`src/rtl/hazard_unit.sv`:
```
// Stall/freeze controller for hazards that forwarding cannot cover: load-use in EX,
// ID-resolved branches on in-flight results, and data-memory wait states.
module hazard_unit #(
  parameter int CNT_W      = 16,
  parameter int FREEZE_MAX = 255
) (
  input  logic             clk_i,
  input  logic             rst_i,
  input  logic [4:0]       IF_ID_rs_i,
  input  logic [4:0]       IF_ID_rt_i,
  input  logic             ID_Branch_i,
  input  logic             ID_EX_MemRead_i,
  input  logic             ID_EX_RegWrite_i,
  input  logic [4:0]       ID_EX_rd_i,
  input  logic             EX_M_MemRead_i,
  input  logic [4:0]       EX_M_rd_i,
  input  logic             branch_taken_i,
  input  logic             mem_busy_i,
  output logic             PC_write_o,
  output logic             IF_ID_write_o,
  output logic             ID_EX_bubble_o,
  output logic             IF_ID_flush_o,
  output logic             pipe_freeze_o,
  output logic [CNT_W-1:0] stall_count_o,
  output logic             timeout_o,
  output logic             dbg_state_o
);

  typedef enum logic {
    ST_RUN    = 1'b0,
    ST_FREEZE = 1'b1
  } state_t;

  localparam int               FRZ_W     = 16;
  localparam logic [FRZ_W-1:0] FRZ_LIMIT = FRZ_W'(FREEZE_MAX);
  localparam logic [FRZ_W-1:0] FRZ_SAT   = '1;
  localparam logic [CNT_W-1:0] CNT_SAT   = '1;

  state_t             state_q, state_d;
  logic [FRZ_W-1:0]   frz_cnt_q, frz_cnt_d;
  logic [CNT_W-1:0]   stall_cnt_q, stall_cnt_d;
  logic               timeout_q, timeout_d;

  logic               load_use, br_ex, br_mem, hazard;

  // Register 0 is hardwired, so a write to it can never feed a consumer.
  function automatic logic reg_match(input logic [4:0] r,
                                     input logic [4:0] rs,
                                     input logic [4:0] rt);
    return (r != 5'd0) && ((r == rs) || (r == rt));
  endfunction

  always_comb begin
    load_use = ID_EX_MemRead_i & reg_match(ID_EX_rd_i, IF_ID_rs_i, IF_ID_rt_i);
    br_ex    = ID_Branch_i & ID_EX_RegWrite_i & reg_match(ID_EX_rd_i, IF_ID_rs_i, IF_ID_rt_i);
    br_mem   = ID_Branch_i & EX_M_MemRead_i & reg_match(EX_M_rd_i, IF_ID_rs_i, IF_ID_rt_i);
    hazard   = load_use | br_ex | br_mem;
  end

  always_ff @(posedge clk_i or posedge rst_i) begin
    if (rst_i) begin
      state_q     <= ST_RUN;
      frz_cnt_q   <= '0;
      stall_cnt_q <= '0;
      timeout_q   <= 1'b0;
    end else begin
      state_q     <= state_d;
      frz_cnt_q   <= frz_cnt_d;
      stall_cnt_q <= stall_cnt_d;
      timeout_q   <= timeout_d;
    end
  end

  always_comb begin
    state_d   = state_q;
    frz_cnt_d = frz_cnt_q;
    timeout_d = timeout_q;
    case (state_q)
      ST_RUN: begin
        if (mem_busy_i) begin
          state_d   = ST_FREEZE;
          frz_cnt_d = FRZ_W'(1);
        end
      end
      ST_FREEZE: begin
        if (!mem_busy_i) begin
          state_d   = ST_RUN;
          frz_cnt_d = '0;
        end else begin
          if (frz_cnt_q != FRZ_SAT) frz_cnt_d = frz_cnt_q + FRZ_W'(1);
          // Still busy after FREEZE_MAX completed freeze cycles: the limit is exceeded.
          if (frz_cnt_q >= FRZ_LIMIT) timeout_d = 1'b1;
        end
      end
      default: begin
        state_d   = ST_RUN;
        frz_cnt_d = '0;
      end
    endcase
  end

  // Freeze outranks hazard so no bubble is lost while the later stages are held.
  always_comb begin
    PC_write_o     = 1'b0;
    IF_ID_write_o  = 1'b0;
    ID_EX_bubble_o = 1'b0;
    IF_ID_flush_o  = 1'b0;
    pipe_freeze_o  = 1'b0;
    if (rst_i) begin
      PC_write_o = 1'b0;
    end else if (mem_busy_i) begin
      pipe_freeze_o = 1'b1;
    end else if (hazard) begin
      ID_EX_bubble_o = 1'b1;
    end else begin
      PC_write_o    = 1'b1;
      IF_ID_write_o = 1'b1;
      IF_ID_flush_o = branch_taken_i;
    end
  end

  always_comb begin
    stall_cnt_d = stall_cnt_q;
    if (!PC_write_o && (stall_cnt_q != CNT_SAT)) stall_cnt_d = stall_cnt_q + CNT_W'(1);
  end

  assign stall_count_o = stall_cnt_q;
  assign timeout_o     = timeout_q;
  assign dbg_state_o   = state_q;

endmodule

```
`config.mk`:
```
export PLATFORM = sky130hd
export DESIGN_NAME = hazard_unit
export DESIGN_NICKNAME = d
export VERILOG_FILES = /design/src/rtl/hazard_unit.sv
export SDC_FILE = /design/constraint.sdc
export NUM_CORES = 1
export LEC_CHECK = 0
export CORE_AREA = 5 5 79 81
export CTS_CLUSTER_DIAMETER = 120
export DETAILED_ROUTE_END_ITERATION = 7
export DIE_AREA = 0 0 84 86
export SLEW_MARGIN = 20
export SYNTH_ARGS = -nofsm -noshare
export SYNTH_HDL_FRONTEND = slang
export SYNTH_SLANG_ARGS = --single-unit
export TNS_END_PERCENT = 100
```
`constraint.sdc`:
```
create_clock -name clk_i -period 2.09 [get_ports clk_i]
set_input_delay 0.209 -clock clk_i [delete_from_list [all_inputs] [get_ports clk_i]]
set_output_delay 0.209 -clock clk_i [all_outputs]
set_load 0.01 [all_outputs]
```
---- Word-level counts from Yosys, hierarchy flattened ----
Cells that the tools add are included.
word-level totals
  memories ................................ 0
  bits of input ports ..................... 28
  memory bits (writable) .................. 0
  register bits ........................... 34
  bits in latches ......................... 0
  logic and storage cells ................. 48
  memory bits (read-only) ................. 0
  output and inout bits ................... 23
cells by class
  shifts and indexed selects .............. 0
  bitwise gates (word level) .............. 8
  order comparisons ....................... 1
  $add $sub $neg .......................... 2
  equality and inequality tests ........... 8
  div/mod/pow operators ................... 0
  multiply operators ...................... 0
  reductions and logical operators ........ 10
  muxes and demuxes ....................... 15
operators by type and width
  kind                   number
  $mux 16                3
  $add 16x1->16 const B  2
  $ne 16x16->1 const B   2
  $pmux 16 s2            1
  $eq 5x5->1             4
  $ge 16x8->1 const B    1
  $mux 1                 11
  $reduce_bool 5->1      2
  $and 1x1->1            5
  $logic_and 1x1->1      3
  $ne 3x2->1 const B     1
  $reduce_and 3->1       1
  $logic_or 1x1->1       2
  $ne 2x2->1 const B     1
  $or 1x1->1             2
  $reduce_and 2->1       1
  $logic_not 1->1        1
  $not 1->1              1

---- Logic depth before layout (Yosys ltp) ----
  word-level depth ........................ 11
  depth in mapped cells ................... 7

---- Worst setup path before layout ----
No wires, ideal clock.
  kind .................................... reg2reg
  start point ............................. register stall_cnt_q[0] (netlist: stall_count_o[0])
  end point ............................... register stall_cnt_q[13] (netlist: stall_count_o[13])
  setup slack ............................. 0.106 ns
  required time ........................... 1.952 ns
  period minus slack after synthesis ...... 1.984 ns
  cell stages (with the launch flop) ...... 8
  arrival time ............................ 1.846 ns
  path through ............................ dfrtp_1 -> ha_1 -> nand4_1 -> nor4_4 -> or3_1 -> clkbuf_1 -> nor4bb_1 -> xor2_1
on the way
  longest elaborated chain between the ends .. 2
  elaborated cells on any way between the ends .. 3
  those cells by class .................... add/sub: 1; eq/ne: 1; reduce/logical: 1
ends and longest elaborated chain
  what                                                                   RTL line  source
  from (decl)                                                            41        logic [CNT_W-1:0] stall_cnt_q, stall_cnt_d;
  from (signal assigned)                                                 69        stall_cnt_q <= stall_cnt_d;
  parallel branches: the longest is 2 deep, another holds $add 16x1->16  --
Parallel ways; which one is timed is not known.
A chain may end at the register's enable or synchronous reset.

---- Worst setup path after layout ----
  start point ............................. input EX_M_rd_i[2]
  end point ............................... output PC_write_o
on the way
  longest elaborated chain between the ends .. 8
  elaborated cells on any way between the ends .. 10
  those cells by class .................... eq/ne: 2; mux: 3; bitwise: 2; reduce/logical: 3
ends and longest elaborated chain
  what                   RTL line  source
  from (decl)            16        input logic [4:0] EX_M_rd_i,
  $eq 5x5->1             50        return (r != 5'd0) && ((r == rs) || (r == rt));
  $logic_or 1x1->1       50
  $logic_and 1x1->1 (*)  50
  $and 1x1->1 (*)        56        br_mem = ID_Branch_i & EX_M_MemRead_i & reg_match(EX_M_rd_i, IF_ID_rs_i, IF_ID_rt_i);
  $or 1x1->1 (*)         57        hazard = load_use | br_ex | br_mem;
  $mux 1 (*)             113       end else if (hazard) begin
  $mux 1 (*)             111       end else if (mem_busy_i) begin
  $mux 1 (*)             109       if (rst_i) begin
  to (decl)              19        output logic PC_write_o,
Mark *: on every way between the ends. The rest lies on a longest branch, timed or not.

==> out/qor.txt <==
Yosys reg bits -> 34
Vias in the first global route -> 1,822
Minimum clock period -> 2.00 ns
First DRT Iteration DRCs -> 74
Layout cells sized above 1 -> 15.7%
Net count after synthesis -> 242
Largest area contributor in the netlist -> dfrtp_1
# fillers -> 497
Final setup margin -> 0.0929 ns
Register area -> 851 um^2
Synth Area per Inst -> 9.60 um^2
Clock Latency Late Sink -> 0.28 ns
Final Cycle Share -> 95.6%
Die area -> 0.00722 mm^2
I/O pin cnt -> 51
Routed Antenna Nets -> 0
Cell variety after synth -> 39
WP data arrival -> 1.79 ns
Max-slew violation count -> 0
HPWL after DPL -> 3.81 mm
# DRC -> 0
HP Class -> reg -> reg
CP max-delay cell -> or3_1
Sequential share of the synthesized area -> 41.8%
Power Density -> 776 mW/mm^2
Worst IR Drop VDD -> 0.352 mV
Num CTS Buffers -> 5
CTS H-Tree Depth -> 2
Synthesis Warnings -> 0
Initial antenna violation count -> 0
Final Skew -> 0.00799 ns
Die W -> 84 um
Worst Setup SP -> EX_M_rd_i[2]
Final Total Pwr -> 0.00224 W
Die outline height -> 86 um
Worst slack, placed -> -0.523 ns
WL per Instance -> 13.8 um
CTS tree -> done
DRT Pass-1 Iters -> 4
Total Wirelength -> 4.96 mm
Clk sinks -> 34
Area growth syn-to-layout -> 41.7%
Element type at the critical path end -> output pin
Avg Vias per Cell -> 5.00
Mapped Area -> 0.00204 mm^2
Hold Buf Count CTS -> 0
Crit-path max cell delay -> 0.39 ns
Core area -> 0.00541 mm^2
Post-synth top area share -> 41.8%
Crit path cell chain -> dlygate4sd2_1 -> or3_1 -> o311a_4 -> a221oi_4 -> clkdlybuf4s15_1
Row count -> 27
Crit path kind -> in -> out
Congestion Overflow GR -> 0
Vias post-DR -> 1,795
Root buffer cell -> clkbuf_8
Synth area leaders -> dfrtp_1 (42%), xnor2_1 (10%), xor2_1 (9.0%), nand3_1 (3.7%), nor2_1 (3.5%)
Crit start category -> input pin
Largest net degree at the start of global routing -> 35
Ant. Diodes -> 0
Final instance area -> 0.00289 mm^2
Final setup fails -> 0
Total of max-cap violations -> 0
Req. time, crit path -> 1.88 ns
CTS max path bufs -> 2
Reg-to-reg startpoint -> frz_cnt_q[0]
Multi-input gate area -> 0.00119 mm^2
Total track usage -> 14.5%
Synthesized instance count -> 212
Final Hold Viols -> 0
FMAX -> 501 MHz
DP Area -> 0.00277 mm^2
Worst Max-Slew Pin Slew -> 0.443 ns
Hold_sp -> timeout_o
Initial core utilization -> 37.7%
Worst-path clk slew -> 0.06 ns
Status -> finished clean
Slew headroom -> 70.4%
Worst-path fanout max -> 4
Static leakage -> 1.20 nW
First-pass GRT wire length -> 8.47 mm
Nets -> 317
IO buf count -> 50
GPL Wtd Cong -> 0.788
critical path, delay by kind of cell:
kind	cells	cell delay [ns]
AOI/OAI and AO/OA	2	0.66
and+or+nand+nor	1	0.39
buffers and inverters	2	0.53
timing repair:
item / CTS / global route
gates resized for setup: 15 / 5
pin swaps: 4 / 6
cloned: 0 / 0
buffers inserted: 1 / 0
endpoints found under the setup margin: 6 / 6
synth_stat cells:
library cell / count
o22ai_1: 2
nor2b_1: 2
buf_4: 1
nand3_1: 15
and3_1: 3
nor4_4: 1
a211oi_2: 1
a2111oi_2: 1
dfrtp_1: 34
xor2_1: 21
xnor2_1: 24
nor4b_1: 2
nor4_1: 5
a221oi_4: 1
nor4bb_1: 1
o31ai_1: 1
and2_1: 4
o2bb2ai_1: 1
inv_1: 4
and4_1: 2
nor2_1: 19
ha_1: 2
nand3_2: 1
a31oi_1: 1
mux2_2: 2
buf_6: 1
a22oi_1: 1
clkbuf_1: 2
or3_1: 3
nor2_2: 1
or2_2: 1
nor3_1: 9
o311a_1: 1
mux2i_1: 1
a21o_1: 2
nand2_1: 18
nand4_1: 9
o21ai_0: 9
a21oi_1: 3
metal layers:
metal	global-route usage (%)	wire length (um)	up-vias
met5	0	0	-
met4	3.51	11	0
met3	3.65	178	3
li1	-	-	891
met1	18.5	2320	871
met2	24.5	2450	30
power by group:
| part | internal (W) | switching, W | total, W |
|---|---|---|---|
| registers | 0.000790 | 0.000141 | 0.000932 |
| logic | 0.000475 | 0.000375 | 0.000850 |
| clock network | 0.000223 | 0.000233 | 0.000456 |
| total | 0.00149 | 0.000749 | 0.00224 |
registers in the layout (all words and copies together), names as in the netlist:
signal and cells:
frz_cnt_q 16, timeout_o 1, stall_count_o 16, dbg_state_o 1
cells in the final DEF (no fill, tap or decap), drive strengths merged, types with 9 or more instances in the layout:
cell type / instances
dfrtp: 34
nand2: 18
nand4: 9
buf: 23
clkdlybuf4s50: 42
nor2: 20
xnor2: 24
xor2: 21
nor3: 9
o21ai: 9
nand3: 16
through the flow:
step	hold slack, ns	TNS, ns	cells	util [%]
after floorplan	0.240	0	212	-
after global routing	0.505	-0.00368	359	53.4
after global placement	0.448	-5.53	352	51.2
after detailed placement	0.454	-5.75	352	51.2
final	0.473	0	359	53.4
after CTS	0.474	0	359	52.7
cell type report:
cell class / instances / share of cell area, %
clock inverter: 2 / 0.347
clock buffer: 5 / 2.39
tap: 72 / 3.12
timing repair buffer: 72 / 22.9
multi-input combinational: 170 / 41.3
sequential: 34 / 29.5
inverter: 4 / 0.520
worst paths after layout:
kind	cells past startpoint	to	slack, ns
max reg2reg	9	frz_cnt_q[11]	0.20
max in group asynchronous	4	frz_cnt_q[3]	1.29
min in group asynchronous	4	frz_cnt_q[4]	0.49
min reg2reg	1	timeout_o	0.47
max	5	PC_write_o	0.09
min	1	timeout_o	0.47
cell families (layout without fill, tap and decap cells):
| logic type | Yosys count | count (layout) | share of synthesized area, % |
|---|---|---|---|
| muxes | 3 | 3 | 1.60 |
| buffers and inverters | 8 | 83 | 2.03 |
| AOI/OAI and AO/OA | 24 | 24 | 8.91 |
| xor gates and xnor gates | 45 | 45 | 19.4 |
| adders and majority gates | 2 | 2 | 1.23 |
| DFF | 34 | 34 | 41.8 |
| and+or+nand+nor | 96 | 96 | 25.1 |
(Power assumes the default switching activity.)
